**config.mk**
```make
export PLATFORM = sky130hd
export DESIGN_NAME = axi_write_interconnect
export DESIGN_NICKNAME = d
export VERILOG_FILES = /design/src/rtl/axi_write_interconnect.sv
export SDC_FILE = /design/constraint.sdc
export NUM_CORES = 1
export LEC_CHECK = 0
export ABC_CLOCK_PERIOD_IN_PS = 2000
export CORE_ASPECT_RATIO = 2
export CORE_UTILIZATION = 36
export CTS_CLUSTER_SIZE = 28
export DETAILED_ROUTE_END_ITERATION = 10
export GPL_TIMING_DRIVEN = 0
export MAX_ROUTING_LAYER = met4
export PLACE_DENSITY = 0.8
export SETUP_SLACK_MARGIN = 0.1
export SYNTH_ARGS = -nofsm -noshare
export SYNTH_HDL_FRONTEND = slang
export SYNTH_SLANG_ARGS = --single-unit
```
**constraint.sdc**
```tcl
create_clock -name clk -period 2 [get_ports clk]
set_input_delay 0.3 -clock clk [delete_from_list [all_inputs] [get_ports clk]]
set_output_delay 0.3 -clock clk [all_outputs]
set_load 0.02 [all_outputs]
```
**src/rtl/axi_write_interconnect.sv**
```systemverilog
// rtl/axi_write_interconnect.sv - round-robin AXI write-path interconnect, NUM_SLAVES sources to two targets
// One burst in flight at a time; each burst is routed to m1 when its address is >= M1_BASE_ADDRESS, else m0.
module axi_write_interconnect #(
  parameter int                    NUM_SLAVES      = 2,
  parameter int                    ADDR_WIDTH      = 32,
  parameter int                    DATA_WIDTH      = 32,
  parameter logic [ADDR_WIDTH-1:0] M1_BASE_ADDRESS = 32'hfffee000
) (
  input  logic                             clk,
  input  logic                             reset,
  input  logic [NUM_SLAVES-1:0]            s_awvalid,
  input  logic [NUM_SLAVES*ADDR_WIDTH-1:0] s_awaddr,
  input  logic [NUM_SLAVES*8-1:0]          s_awlen,
  output logic [NUM_SLAVES-1:0]            s_awready,
  input  logic [NUM_SLAVES-1:0]            s_wvalid,
  input  logic [NUM_SLAVES*DATA_WIDTH-1:0] s_wdata,
  input  logic [NUM_SLAVES-1:0]            s_wlast,
  output logic [NUM_SLAVES-1:0]            s_wready,
  output logic [NUM_SLAVES-1:0]            s_bvalid,
  output logic [1:0]                       s_bresp,
  input  logic [NUM_SLAVES-1:0]            s_bready,
  output logic [1:0]                       m_awvalid,
  output logic [ADDR_WIDTH-1:0]            m_awaddr,
  output logic [7:0]                       m_awlen,
  input  logic [1:0]                       m_awready,
  output logic [1:0]                       m_wvalid,
  output logic [DATA_WIDTH-1:0]            m_wdata,
  output logic                             m_wlast,
  input  logic [1:0]                       m_wready,
  input  logic [1:0]                       m_bvalid,
  input  logic [3:0]                       m_bresp,
  output logic [1:0]                       m_bready,
  output logic                             burst_error
);

  localparam int GW = (NUM_SLAVES > 1) ? $clog2(NUM_SLAVES) : 1;

  typedef enum logic [1:0] {
    ARBITRATE     = 2'd0,
    ISSUE_ADDRESS = 2'd1,
    ACTIVE_BURST  = 2'd2,
    WAIT_RESPONSE = 2'd3
  } state_t;

  state_t                r_state;
  state_t                w_next;
  logic [GW-1:0]         r_grant;
  logic [GW-1:0]         r_last_grant;
  logic                  r_target;
  logic [ADDR_WIDTH-1:0] r_addr;
  logic [7:0]            r_len;
  logic [7:0]            r_count;
  logic                  r_burst_error;

  logic [ADDR_WIDTH-1:0] w_awaddr [NUM_SLAVES];
  logic [7:0]            w_awlen  [NUM_SLAVES];
  logic [DATA_WIDTH-1:0] w_wdata  [NUM_SLAVES];
  logic [GW-1:0]         w_idx;
  logic [GW-1:0]         w_pick;
  logic                  w_found;
  logic                  w_aw_hs;
  logic                  w_w_hs;

  always_comb begin
    for (int i = 0; i < NUM_SLAVES; i++) begin
      w_awaddr[i] = s_awaddr[i*ADDR_WIDTH +: ADDR_WIDTH];
      w_awlen[i]  = s_awlen[i*8 +: 8];
      w_wdata[i]  = s_wdata[i*DATA_WIDTH +: DATA_WIDTH];
    end
  end

  // Scan starts just past the last winner so every requester is served in turn.
  always_comb begin
    w_found = 1'b0;
    w_pick  = '0;
    w_idx   = '0;
    for (int i = 1; i <= NUM_SLAVES; i++) begin
      w_idx = GW'((int'(r_last_grant) + i) % NUM_SLAVES);
      if (!w_found && s_awvalid[w_idx]) begin
        w_found = 1'b1;
        w_pick  = w_idx;
      end
    end
  end

  always_ff @(posedge clk or posedge reset) begin
    if (reset) r_state <= ARBITRATE;
    else       r_state <= w_next;
  end

  always_comb begin
    w_next    = r_state;
    w_aw_hs   = 1'b0;
    w_w_hs    = 1'b0;
    s_awready = '0;
    s_wready  = '0;
    s_bvalid  = '0;
    s_bresp   = 2'b00;
    m_awvalid = 2'b00;
    m_awaddr  = '0;
    m_awlen   = '0;
    m_wvalid  = 2'b00;
    m_wdata   = '0;
    m_wlast   = 1'b0;
    m_bready  = 2'b00;
    case (r_state)
      ARBITRATE: begin
        if (w_found) w_next = ISSUE_ADDRESS;
      end
      ISSUE_ADDRESS: begin
        m_awvalid[r_target] = 1'b1;
        m_awaddr            = r_addr;
        m_awlen             = r_len;
        s_awready[r_grant]  = m_awready[r_target];
        w_aw_hs             = m_awready[r_target];
        if (w_aw_hs) w_next = ACTIVE_BURST;
      end
      ACTIVE_BURST: begin
        m_wvalid[r_target] = s_wvalid[r_grant];
        s_wready[r_grant]  = m_wready[r_target];
        m_wdata            = w_wdata[r_grant];
        m_wlast            = (r_count == 8'd0);
        w_w_hs             = s_wvalid[r_grant] & m_wready[r_target];
        if (w_w_hs && r_count == 8'd0) w_next = WAIT_RESPONSE;
      end
      WAIT_RESPONSE: begin
        s_bvalid[r_grant]  = m_bvalid[r_target];
        m_bready[r_target] = s_bready[r_grant];
        s_bresp            = r_target ? m_bresp[3:2] : m_bresp[1:0];
        if (m_bvalid[r_target] && s_bready[r_grant]) w_next = ARBITRATE;
      end
      default: w_next = ARBITRATE;
    endcase
  end

  // Source wlast is only compared, never used: awlen alone decides the burst length.
  always_ff @(posedge clk or posedge reset) begin
    if (reset) begin
      r_grant       <= '0;
      r_last_grant  <= GW'(NUM_SLAVES - 1);
      r_target      <= 1'b0;
      r_addr        <= '0;
      r_len         <= '0;
      r_count       <= '0;
      r_burst_error <= 1'b0;
    end else begin
      r_burst_error <= w_w_hs && (s_wlast[r_grant] != (r_count == 8'd0));
      if (r_state == ARBITRATE && w_found) begin
        r_grant      <= w_pick;
        r_last_grant <= w_pick;
        r_addr       <= w_awaddr[w_pick];
        r_len        <= w_awlen[w_pick];
        r_target     <= (w_awaddr[w_pick] >= M1_BASE_ADDRESS);
      end
      if (w_aw_hs) r_count <= r_len;
      else if (w_w_hs && r_count != 8'd0) r_count <= r_count - 8'd1;
    end
  end

  assign burst_error = r_burst_error;

endmodule

```
==> out/results.tsv <==
stage	metric	value	unit
status	run_status	complete, no violations	
place	dpl.cell_count	818	
logic_synthesis	ys_ff_latch	54	
clock_network	clk_path_buf_depth	2	
global_routing	grt_use_total	29.7	%
global_routing	grt_pass1_vias	4469	
route	ant_nets	0	
layout	fin_nets	873	
logic_synthesis	yosysSeqAreaShare	36.1	%
logic_synthesis	ys_types	47	
critical_path	cp.arrival	1.61	ns
clock_network	ctsRootBufferMaster	clkbuf_16	
timing	finalWorstSetupSlack	0.0940	ns
layout	syn_to_final_growth	76.7	%
place	io_buffers	251	
global_routing	overflow	0	
timing	hold_viol_final	0	
critical_path	cp_num_buf_inv	4	
logic_synthesis	synth_top_flop_cell	dfrtp_1	
route	drc	0	
timing	finalMaxSlewViolations	0	
layout	layout.area.seq	1350	sq um
clock_network	clk_pin_slew_worst_paths	0.07	ns
floorplanning	initial_utilization	37.0	%
floorplanning	ioPinCount	252	
route	viasPerCell	5.17	
floorplanning	core	10100	sq um
clock_network	cts_made_buffers	5	
floorplanning	dieArea	10900	sq um
clock_network	cts_sinks	54	
timing	skew	0.00829	ns
route	drt_pass1_iterations	5	
layout	fillerInstances	960	
critical_path	cpPeakStageDelay	0.41	ns
floorplanning	die_h	146	microns
critical_path	critical_path.cell_chain	inv_2 > ha_4 > clkinv_4 > clkbuf_8 > nor2_1 > buf_2	
global_routing	grt-busiest-layer	met2	
layout	layout_commonest_cell	clkdlybuf4s50_1	
timing	rsz0062_at_grt	yes	
critical_path	worstSetupPathType	reg2out	
pwr	p_sw_share	44.3	%
place	dp_hpwl	12600	microns
critical_path	cp-start-kind	flip-flop	
logic_synthesis	synth_edf_count	0	
timing	period_needed	1.91	ns
global_routing	met3_usage	9.11	%
critical_path	crit_fanout	10	
timing	post-route-period-util	95.3	%
clock_network	ctsHoldBuffers	0	
layout	multi_input_area	2320	sq um
global_routing	grt_pass1_wl	23200	microns
pwr	ir_drop	0.718	mV
pwr	seqPwrFrac	25.4	%
global_routing	use_met1	29.1	%
pwr	combPwrFrac	63.6	%
layout	layout_common_cells	clkdlybuf4s50_1, mux2i_1, buf_4, dfrtp_1, nand2_1	
clock_network	cts_tree	done	
timing	tightestPinTransition	0.552	ns
job	maxCapViolations	0	
critical_path	cp_top_family	buffers and inverters	
pwr	p_int	4.29	mW
clock_network	clkLatencyLatePin	0.30	ns
pwr	p_sw	3.41	mW
global_routing	antenna_found_initial	4	
floorplanning	rows	52	
place	gp_congestion	0.898	
route	routed_wl	15800	microns
min_path	hold_class	in2async	
logic_synthesis	yosys_warnings	0	
global_routing	grt_max_degree	42	
timing	max_slew_margin	62.9	%
timing	clock.fmax	525	MHz
logic_synthesis	synth_nets	601	
logic_synthesis	syn_avg_cell_area	8.70	sq um
critical_path	crit_path_end_kind	output pin	
global_routing	grt_util_met2	51.8	%
pwr	power.leakage	3.06	nW
route	wl_per_cell	18.7	microns
layout	fin_cells	843	
timing	setup_viol	0	
critical_path	crit_required	1.70	ns
route	dr.first_iter.drc_count	138	
logic_synthesis	synth_area	3750	sq um
layout	fin_util	65.3	%
logic_synthesis	async_flop_share	100	%
pwr	power_density	1160	nW/um^2
place	dp_worst_setup_slack	-0.663	ns
pwr	clkPwrFrac	11.0	%
layout	drive_gt1_share	24.0	%
clock_network	htreeDepth	2	
logic_synthesis	synthesis.instances	431	
floorplanning	fp.dieW	74.2	microns
route	routed-via-count	4360	
critical_path	cpMaxStageDelayCell	dfrtp_1	
-- timing repair --
| item | CTS | global route |
|---|---|---|
| resized for setup | 386 | 77 |
| pin swaps | 1 | 2 |
| hold endpoints to repair | 0 | 0 |
| setup endpoints to repair | 129 | 113 |
| setup buffers | 11 | 2 |
-- final timing paths --
| kind | endpoint | cells past startpoint | start | slack, ns |
|---|---|---|---|---|
| setup reg to reg | r_state[1] | 4 | r_count[3] | 0.19 |
| hold / removal | r_len[2] | 2 | reset | 0.28 |
| max in group asynchronous | r_last_grant | 3 | reset | 1.11 |
| min in group clk | r_addr[4] | 2 | r_addr[4] | 0.47 |
| setup / recovery | m_wdata[20] | 6 | r_state[0] | 0.09 |
| hold reg to reg | r_addr[4] | 2 | r_addr[4] | 0.47 |
-- synthesized netlist by cell type (2+ instances only) --
master    instances  area (sq um)
a21oi_1           2          10.0
a31o_2            2          17.5
a31oi_1          12          75.1
and2_1           41           257
and3_1            6          37.5
buf_2             6          30.0
buf_4             5          37.5
clkbuf_1         19          71.3
dfrtp_1          53          1330
ha_1              6          75.1
inv_1             8          30.0
mux2_2            5          56.3
mux2i_1          75           751
nand2_1          48           180
nand3_1           2          10.0
nand3b_1          2          15.0
nand4_1           6          37.5
nor2_1           52           195
nor2b_1           2          12.5
nor3b_1           2          15.0
nor4_1            2          12.5
o21ai_0          42           210
o31ai_1           4          30.0
or3_1             3          18.8
or4_1             4          30.0
-- sequential cells by signal, indices dropped and copies added, names as in the netlist --
signal and count:
r_state 2, r_grant 1, r_addr 32, burst_error 1, r_last_grant 1, r_len 8, r_count 8, r_target 1
-- power groups by stage --
stage / sequential, mW / clock [mW] / combinational [mW]
detailed placement: 1.97 / 0 / 4.67
global route: 2.02 / 0.906 / 5.28
finish: 1.96 / 0.848 / 4.89
global placement: 1.94 / 0 / 4.57
CTS: 1.94 / 0.867 / 4.68
floorplan: 1.85 / 0 / 2.72
-- cell families (layout without fill, tap and decap cells) --
logic type                 after synthesis  count (layout)  synth area share (%)
xor gates and xnor gates                 1               1                 0.234
adders and majority gates                6               6                  2.00
buffers and inverters                   40             313                  4.90
and+or+nand+nor                        178             178                  23.7
DFF                                     54              54                  36.1
AOI/OAI and AO/OA                       71              71                  11.1
other                                    0               4                     0
muxes                                   81              81                  21.9
-- cell type report --
| cell class | count | area share, % |
|---|---|---|
| repair buffers | 265 | 35.0 |
| diodes | 4 | 0.151 |
| clock buffers | 8 | 2.06 |
| plain buffers | 31 | 4.32 |
| inverters | 9 | 0.585 |
| well taps | 135 | 2.55 |
| multi-input cells | 337 | 35.0 |
| flip-flops and latches | 54 | 20.4 |
-- routing by layer --
metal	vias to the layer above	share of wire, %
met5	-	0
met4	0	3.9
met3	37	9.2
met2	225	52
met1	2048	35
li1	2050	-
-- metrics by stage --
stage / hold WS (ns) / setup TNS [ns] / cell area (sq um) / total power, mW
finish: 0.281 / 0 / 6630 / 7.70
detailed placement: 0.463 / -42.31 / 6450 / 6.64
CTS: 0.297 / 0 / 6520 / 7.49
global route: 0.326 / 0 / 6630 / 8.21
floorplan: 0.373 / 0 / 3750 / 4.58
global placement: 0.454 / -71.64 / 6430 / 6.51
Note: power is estimated with default switching activity, not from simulation.
